--- config.mk ---
export PLATFORM = sky130hd
export DESIGN_NAME = multicycle_control_flat
export DESIGN_NICKNAME = d
export VERILOG_FILES = /design/src/rtl/multicycle_control_if.sv /design/src/rtl/multicycle_control.sv /design/src/flat_wrapper.sv
export SDC_FILE = /design/constraint.sdc
export NUM_CORES = 1
export LEC_CHECK = 0
export BUFFER_PORTS_ARGS = -buffer_cell sky130_fd_sc_hd__buf_2
export CAP_MARGIN = 40
export CORE_ASPECT_RATIO = 0.5
export CORE_MARGIN = 8
export CORE_UTILIZATION = 50
export CTS_BUF_LIST = sky130_fd_sc_hd__clkbuf_4 sky130_fd_sc_hd__clkbuf_8 sky130_fd_sc_hd__clkbuf_16
export CTS_CLUSTER_DIAMETER = 50
export DETAILED_ROUTE_END_ITERATION = 10
export MAX_ROUTING_LAYER = met4
export PLACE_DENSITY_LB_ADDON = 0.25
export SLEW_MARGIN = 30
export SYNTH_ARGS = -nofsm -noshare
export SYNTH_HDL_FRONTEND = slang
export SYNTH_SLANG_ARGS = --single-unit
--- constraint.sdc ---
create_clock -name clk -period 3 [get_ports clk]
set_input_delay 0.45 -clock clk [delete_from_list [all_inputs] [get_ports clk]]
set_output_delay 0.45 -clock clk [all_outputs]
set_load 0.1 [all_outputs]
--- src/rtl/multicycle_control_if.sv ---
// Shared-memory port between the multicycle control unit and the memory.
// Handshake: the master raises mem_req together with iord/mem_we and holds all three
// stable until the slave answers mem_ready=1, which completes the access in that same
// cycle; mem_ready seen while mem_req=0 carries no meaning and is ignored.
interface multicycle_control_if;
   logic mem_req;
   logic mem_we;
   logic iord;
   logic mem_ready;

   modport master (output mem_req, output mem_we, output iord, input mem_ready);
   modport slave  (input mem_req, input mem_we, input iord, output mem_ready);
endinterface

--- src/rtl/multicycle_control.sv ---
// Multicycle RV32I control unit: FETCH/DECODE/EXEC/MEM/WB sequencer with memory
// wait-state timeout, illegal-opcode trap, SYSTEM halt and retired-instruction counter.
module multicycle_control #(
   parameter int TIMEOUT = 16,
   parameter int CNT_W   = 32
) (
   input  logic                 clk,
   input  logic                 rst,
   multicycle_control_if.master mem,
   input  logic [6:0]           opcode,
   input  logic                 branch_taken,
   output logic                 ir_write,
   output logic                 mdr_write,
   output logic                 pc_write,
   output logic                 reg_write,
   output logic                 pc_src,
   output logic [1:0]           alu_src_a,
   output logic [1:0]           alu_src_b,
   output logic [1:0]           alu_op,
   output logic [1:0]           result_src,
   output logic                 branch,
   output logic                 jal,
   output logic                 jalr,
   output logic                 retire,
   output logic [CNT_W-1:0]     retired,
   output logic                 halted,
   output logic [1:0]           err_code,
   output logic [2:0]           state_dbg
);

   typedef enum logic [2:0] {
      S_FETCH, S_DECODE, S_EXEC, S_MEM, S_WB, S_TRAP, S_HALT
   } state_t;

   localparam logic [6:0] OP_R     = 7'b0110011;
   localparam logic [6:0] OP_LW    = 7'b0000011;
   localparam logic [6:0] OP_I     = 7'b0010011;
   localparam logic [6:0] OP_SW    = 7'b0100011;
   localparam logic [6:0] OP_BR    = 7'b1100011;
   localparam logic [6:0] OP_JAL   = 7'b1101111;
   localparam logic [6:0] OP_JALR  = 7'b1100111;
   localparam logic [6:0] OP_LUI   = 7'b0110111;
   localparam logic [6:0] OP_AUIPC = 7'b0010111;
   localparam logic [6:0] OP_SYS   = 7'b1110011;

   // Wide enough to hold TIMEOUT itself; one bit when the timeout is disabled.
   localparam int WW = $clog2(TIMEOUT + 2);

   state_t        state, state_n;
   logic [WW-1:0] wait_cnt;
   logic [1:0]    trap_code;
   logic          timeout_hit;
   logic          is_r, is_lw, is_i, is_sw, is_br, is_jal, is_jalr, is_lui, is_auipc, is_sys;
   logic          illegal;

   assign is_r     = (opcode == OP_R);
   assign is_lw    = (opcode == OP_LW);
   assign is_i     = (opcode == OP_I);
   assign is_sw    = (opcode == OP_SW);
   assign is_br    = (opcode == OP_BR);
   assign is_jal   = (opcode == OP_JAL);
   assign is_jalr  = (opcode == OP_JALR);
   assign is_lui   = (opcode == OP_LUI);
   assign is_auipc = (opcode == OP_AUIPC);
   assign is_sys   = (opcode == OP_SYS);
   assign illegal  = !(is_r | is_lw | is_i | is_sw | is_br | is_jal | is_jalr |
                       is_lui | is_auipc | is_sys);

   // A ready in the limit cycle still completes the access.
   assign timeout_hit = (TIMEOUT > 0) && !mem.mem_ready && (int'(wait_cnt) == TIMEOUT - 1);
   assign state_dbg   = state;

   always_ff @(posedge clk or posedge rst) begin
      if (rst) state <= S_FETCH;
      else     state <= state_n;
   end

   always_comb begin
      state_n     = state;
      trap_code   = 2'b00;
      mem.mem_req = 1'b0;
      mem.mem_we  = 1'b0;
      mem.iord    = 1'b0;
      ir_write    = 1'b0;
      mdr_write   = 1'b0;
      pc_write    = 1'b0;
      reg_write   = 1'b0;
      pc_src      = 1'b0;
      alu_src_a   = 2'b00;
      alu_src_b   = 2'b00;
      alu_op      = 2'b00;
      result_src  = 2'b00;
      branch      = 1'b0;
      jal         = 1'b0;
      jalr        = 1'b0;
      retire      = 1'b0;
      if (!rst) begin
         case (state)
            S_FETCH: begin
               mem.mem_req = 1'b1;
               if (mem.mem_ready) begin
                  ir_write = 1'b1;
                  pc_write = 1'b1;
                  state_n  = S_DECODE;
               end else if (timeout_hit) begin
                  trap_code = 2'b10;
                  state_n   = S_TRAP;
               end
            end
            S_DECODE: begin
               if (illegal) begin
                  trap_code = 2'b01;
                  state_n   = S_TRAP;
               end else if (is_sys) begin
                  state_n = S_HALT;
               end else begin
                  state_n = S_EXEC;
               end
            end
            S_EXEC: begin
               state_n = S_WB;
               if (is_r) begin
                  alu_op = 2'b10;
               end else if (is_i) begin
                  alu_src_b = 2'b01;
                  alu_op    = 2'b11;
               end else if (is_lui) begin
                  alu_src_a = 2'b10;
                  alu_src_b = 2'b01;
               end else if (is_auipc) begin
                  alu_src_a = 2'b01;
                  alu_src_b = 2'b01;
               end else if (is_lw || is_sw) begin
                  alu_src_b = 2'b01;
                  state_n   = S_MEM;
               end else if (is_br) begin
                  alu_op   = 2'b01;
                  branch   = 1'b1;
                  pc_write = branch_taken;
                  pc_src   = 1'b1;
                  retire   = 1'b1;
                  state_n  = S_FETCH;
               end else begin
                  alu_src_a  = is_jal ? 2'b01 : 2'b00;
                  alu_src_b  = 2'b01;
                  pc_write   = 1'b1;
                  pc_src     = 1'b1;
                  reg_write  = 1'b1;
                  result_src = 2'b10;
                  jal        = is_jal;
                  jalr       = is_jalr;
                  retire     = 1'b1;
                  state_n    = S_FETCH;
               end
            end
            S_MEM: begin
               mem.mem_req = 1'b1;
               mem.iord    = 1'b1;
               mem.mem_we  = is_sw;
               if (mem.mem_ready) begin
                  if (is_sw) begin
                     retire  = 1'b1;
                     state_n = S_FETCH;
                  end else begin
                     mdr_write = 1'b1;
                     state_n   = S_WB;
                  end
               end else if (timeout_hit) begin
                  trap_code = 2'b10;
                  state_n   = S_TRAP;
               end
            end
            S_WB: begin
               reg_write  = 1'b1;
               result_src = is_lw ? 2'b01 : 2'b00;
               retire     = 1'b1;
               state_n    = S_FETCH;
            end
            default: state_n = state;
         endcase
      end
   end

   always_ff @(posedge clk or posedge rst) begin
      if (rst) begin
         wait_cnt <= '0;
      end else if (state_n != state) begin
         wait_cnt <= '0;
      end else if ((state == S_FETCH || state == S_MEM) && !mem.mem_ready &&
                   int'(wait_cnt) < TIMEOUT) begin
         wait_cnt <= wait_cnt + WW'(1);
      end
   end

   always_ff @(posedge clk or posedge rst) begin
      if (rst) begin
         retired  <= '0;
         halted   <= 1'b0;
         err_code <= 2'b00;
      end else begin
         if (retire && retired != {CNT_W{1'b1}}) retired <= retired + CNT_W'(1);
         if (state_n == S_HALT) halted <= 1'b1;
         if (state_n == S_TRAP && state != S_TRAP) err_code <= trap_code;
      end
   end

endmodule

--- src/flat_wrapper.sv ---
// flat-port wrapper written by rule: the top's interface ports become plain ports
module multicycle_control_flat 
#(
   parameter int TIMEOUT = 16,
   parameter int CNT_W   = 32
)
  (clk, rst, opcode, branch_taken, ir_write, mdr_write, pc_write, reg_write, pc_src, alu_src_a, alu_src_b, alu_op, result_src, branch, jal, jalr, retire, retired, halted, err_code, state_dbg, mem_mem_req, mem_mem_we, mem_iord, mem_mem_ready);
  multicycle_control_if mem_i ();
  input  logic clk;
  input  logic rst;
  input  logic [6:0] opcode;
  input  logic branch_taken;
  output logic ir_write;
  output logic mdr_write;
  output logic pc_write;
  output logic reg_write;
  output logic pc_src;
  output logic [1:0] alu_src_a;
  output logic [1:0] alu_src_b;
  output logic [1:0] alu_op;
  output logic [1:0] result_src;
  output logic branch;
  output logic jal;
  output logic jalr;
  output logic retire;
  output logic [CNT_W-1:0] retired;
  output logic halted;
  output logic [1:0] err_code;
  output logic [2:0] state_dbg;
  output wire logic [$bits(mem_i.mem_req)-1:0] mem_mem_req;
  output wire logic [$bits(mem_i.mem_we)-1:0] mem_mem_we;
  output wire logic [$bits(mem_i.iord)-1:0] mem_iord;
  input wire logic [$bits(mem_i.mem_ready)-1:0] mem_mem_ready;
  assign mem_mem_req = mem_i.mem_req;
  assign mem_mem_we = mem_i.mem_we;
  assign mem_iord = mem_i.iord;
  assign mem_i.mem_ready = mem_mem_ready;
  multicycle_control #(.TIMEOUT(TIMEOUT), .CNT_W(CNT_W)) u_core (.clk(clk), .rst(rst), .mem(mem_i), .opcode(opcode), .branch_taken(branch_taken), .ir_write(ir_write), .mdr_write(mdr_write), .pc_write(pc_write), .reg_write(reg_write), .pc_src(pc_src), .alu_src_a(alu_src_a), .alu_src_b(alu_src_b), .alu_op(alu_op), .result_src(result_src), .branch(branch), .jal(jal), .jalr(jalr), .retire(retire), .retired(retired), .halted(halted), .err_code(err_code), .state_dbg(state_dbg));
endmodule
# Word-level counts from Yosys, hierarchy flattened
# Index checks and enable logic that the tools add are counted.
# word_totals
register_bits	43
input_bits	11
wordCells	166
# op_classes
add_sub_neg	2
order_cmp	1
n_eq_ne	20
mux	118
bitwise	9
reduce_logical	11
# op_table
op	count
2-to-1 mux 1 bit	66
2-to-1 mux 2 bit	33
2-to-1 mux 3 bit	11
adder 32 x 1 -> 32 bit, second input constant	1
!= test 32 bit, second input constant	1
equality test 7 bit, second input constant	4
equality test 7 x 6 -> 1 bit, second input constant	3
case mux 3 bit (5 select lines)	1
equality test 7 x 5 -> 1 bit, second input constant	2
2-to-1 mux 5 bit	2
equality test 3 bit, second input constant	3
bitwise OR 1 bit	9
case mux 2 bit (2 select lines)	2
equality test 7 x 2 -> 1 bit, second input constant	1
equality test 3 x 2 -> 1 bit, second input constant	2
adder 5 x 1 -> 5 bit, second input constant	1
equality test 5 bit, second input constant	1
logical AND 1 bit	5
< comparator 5 bit, second input constant	1
case mux 1 bit (2 select lines)	2
equality test 3 x 1 -> 1 bit, second input constant	1
zero test 3 bit	1
!= test 3 bit	1
!= test 3 bit, second input constant	1
5 further kinds	6

# Depth between registers and ports, before layout
# depth
word_depth	15
mapped_depth	9

# Worst setup path before layout
# No wires, ideal clock.
# synth_timing
path_type	register to output
from	reg u_core.state[1] (netlist: u_core.state_dbg[1])
to	out reg_write
arrival_ns	4.729
required_ns	2.550
slack_ns	-2.179
stages_incl_launch_ff	5
path_buffers	0
cell_sequence	dfrtp_1 -> inv_2 -> or4_4 -> a211oi_1 -> a31o_2
# synth_via
elab_chain_len	3
# synth_lines
element	line	text
start: declaration	multicycle_control.sv:49	state_t state, state_n;
start signal: assignment	multicycle_control.sv:75	else state <= state_n;
equality test 3 bit / equality test 3 x 2 -> 1 bit (equally long branches)	multicycle_control.sv:98	case (state)
case mux 1 bit (2 select lines) (*)	multicycle_control.sv:98	
2-to-1 mux 1 bit (*)	multicycle_control.sv:97	if (!rst) begin
end: declaration	flat_wrapper.sv:16	output logic reg_write;
# Mark *: on every way between the ends. The rest lies on a longest branch, timed or not.

# Final worst setup path
# Ends and elaborated chain as after synthesis.

==> impl_metrics.env <==
export IMPL_die_y_um=66.6
export IMPL_total_power_mw=2.46
export IMPL_hold_violations=0
export IMPL_leakage_nw=1.52
export IMPL_ant_nets=0
export IMPL_die_w_um=117
export IMPL_yosys_warnings=0
export IMPL_worst_slack_ns=0.266
export IMPL_ys_seq_area_share_pct=42.0
export IMPL_avgRoutedWirePerCell_um=15.5
export IMPL_clock_skew_ns=0.00173
export IMPL_cpMaxStageDelayCell="or4_4"
export IMPL_min_period_over_period_pct=91.1
export IMPL_place_ws_ns=0.392
export IMPL_path_class="reg2out"
export IMPL_synth_edf_count=0
export IMPL_core_area_mm2=0.00493
export IMPL_final_common_cell="buf_2"
export IMPL_grt_pass1_vias=2304
export IMPL_drt_iter0_markers=112
export IMPL_ys_ff_latch=43
export IMPL_min_to="u_core.err_code[0]"
export IMPL_cts_buffers=5
export IMPL_ff2ff_setup_slack_ns=0.57
export IMPL_reg2reg_depth=9
export IMPL_rows=18
export IMPL_drive_gt1_share_pct=32.3
export IMPL_setup_viol=0
export IMPL_cts_tree="done"
export IMPL_grt_max_degree=45
export IMPL_clkTransAtPathRegs_ns=0.07
export IMPL_global_route_overflow_total=0
export IMPL_clock_latency_ns=0.28
export IMPL_hpwl_um=4960
export IMPL_drt_first_pass_iters=4
export IMPL_status="completed"
export IMPL_period_needed_ns=2.73
export IMPL_r2r_end="u_core.err_code[0]"
export IMPL_synth_distinct_cells=57
export IMPL_critPathCaptureType="output port"
export IMPL_htree_levels=2
export IMPL_drc=0
export IMPL_fill_cells=417
export IMPL_place_gp_congestion=0.863
export IMPL_hp_start="u_core.err_code[0]"
export IMPL_ir_worst_vdd_uv=550
export IMPL_syn_avg_cell_area_um2=9.19
export IMPL_layout_common_cells="61 x buf_2, 40 x dfrtp_1, 27 x nor2_1, 24 x nand2_1, 23 x xnor2_1"
export IMPL_port_buffers=67
export IMPL_pin_count=69
export IMPL_vias=2275
export IMPL_die_area_mm2=0.00782
export IMPL_hp_class="reg2reg"
export IMPL_crit_required_ns=2.55
export IMPL_crit_chain="inv_2 > or4_4 > a211oi_4 > a31o_2 > buf_2"
export IMPL_cp_slowest_stage_delay_ns=0.58
export IMPL_fmax_mhz=366
export IMPL_whs_path_depth=1
export IMPL_worst_slew_pin_slew_ns=0.823
export IMPL_syn_inst=279
export IMPL_hold_buffers=0
export IMPL_drv_cap=0
export IMPL_rsz0062_at_grt="false"
export IMPL_area_growth_pct=28.1
export IMPL_synthArstFlopShare_pct=100
export IMPL_start_util_pct=52.0
export IMPL_crit_family="simple AND/OR/NAND/NOR gates"
export IMPL_cp_arrival_ns=2.28
export IMPL_cp_max_fo=16
export IMPL_cts_sinks=43
export IMPL_power_density_mw_per_mm2=748
export IMPL_cts_root_buf="clkbuf_8"
export IMPL_slew_violations=0
export IMPL_critical_path_buf_inv_count=2
export IMPL_grt_pass1_wl_um=10700
export IMPL_finalNetCount=354
export IMPL_grtUsageTotal_pct=17.5
export IMPL_n_antenna_cell=0
export IMPL_antenna_found_initial=0
export IMPL_wl_um=6360
export IMPL_syn_num_nets=293
export IMPL_viasPerCell=5.54
export IMPL_cp_start_kind="register"
export IMPL_synthesis_area_mm2=0.00256
export IMPL_regToRegStartpoint="u_core.wait_cnt[0]"
export IMPL_slew_headroom_pct=44.6
export IMPL_clock_path_buffers=2
export IMPL_synth_ff_type="dfrtp_1"
## flip-flops by register name (all words and copies together) (netlist names)
signal / flops
u_core.err_code: 2
u_core.state_dbg: 3
u_core.wait_cnt: 5
u_core.halted: 1
u_core.retired: 32
## cell type report
type / instances / area (µm²) / share of cell area, %
Multi-Input combinational cell: 210 / 1520 / 46.3
Sequential cell: 43 / 1080 / 32.9
Timing Repair Buffer: 71 / 455 / 13.9
Clock buffer: 8 / 104 / 3.16
Tap cell: 70 / 87.6 / 2.66
Inverter: 9 / 37.5 / 1.14
## cell usage after synthesis, drive strengths merged, types with 3 or more instances
master,count,area [µm²]
dfrtp,43,1080
nor2,30,113
nand2,25,93.8
xnor2,23,201
nand3,14,70.1
nand4,14,87.6
xor2,13,114
and3,11,68.8
a21oi,9,45.0
buf,9,50.0
inv,9,33.8
clkbuf,8,31.3
nor3,7,40.0
and4,6,52.6
and2,4,25.0
nor2b,4,25.0
nor4,4,25.0
ha,3,37.5
nand2b,3,18.8
## worst max path at each step
stage,start,to,slack (ns),cells past startpoint
finish,u_core.state_dbg[1],reg_write,0.27,5
global route,u_core.state_dbg[1],reg_write,0.18,5
CTS,u_core.state_dbg[1],alu_src_a[0],0.17,5
detailed placement,opcode[5],alu_src_a[0],0.39,6
global placement,opcode[5],alu_src_a[0],0.46,6
floorplan,u_core.state_dbg[1],reg_write,-0.31,4
## report_power, final
part / internal [mW] / switching (mW) / leakage (nW)
clock network: 0.219 / 0.178 / 0.0549
registers: 0.660 / 0.160 / 0.569
logic: 0.282 / 0.959 / 0.892
total: 1.16 / 1.30 / 1.52
## repair_timing
| action | 4_1_cts | 5_1_grt |
|---|---|---|
| setup endpoints to repair | 0 | 2 |
| endpoints found under the hold margin | 0 | 0 |
| setup buffers | 0 | 0 |
| resized for setup | 0 | 1 |
## cell families after synthesis
kind of cell | after synthesis | share of synthesized area (%)
AO/OA/AOI/OAI | 35 | 10.9
XOR/XNOR | 36 | 12.3
adder cells (fa/ha/maj) | 3 | 1.46
buffers and inverters | 26 | 4.49
flip-flops | 43 | 42.0
multiplexers | 3 | 1.27
other | 1 | 0.146
AND/OR/NAND/NOR | 132 | 27.5
## worst register-to-register path, delay by kind of cell, from the launching register on
kind / cells / cell delay (ns)
simple gates: 4 / 1.03
compound gates: 3 / 0.53
flops: 1 / 0.40
fa+ha+maj: 2 / 0.36
## metal layers
metal	up-vias	GRT usage (%)	wire [µm]
met3	9	2.98	406
met1	1087	21.0	2870
met5	-	-	0
met2	68	29.1	2990
li1	1111	-	-
met4	0	6.32	85
## metrics by stage
stage | cells | utilization (%) | area, µm² | hold slack (ns) | TNS [ns]
6_report | 411 | 66.6 | 3290 | 0.474 | 0
5_1_grt | 411 | 66.6 | 3290 | 0.512 | 0
4_1_cts | 411 | 66.5 | 3280 | 0.479 | 0
3_5_place_dp | 403 | 64.4 | 3180 | 0.462 | 0
3_3_place_gp | 403 | 64.4 | 3180 | 0.457 | 0
2_1_floorplan | 279 | - | 2720 | 0.497 | -0.450
Note: power is estimated with default switching activity, not from simulation.
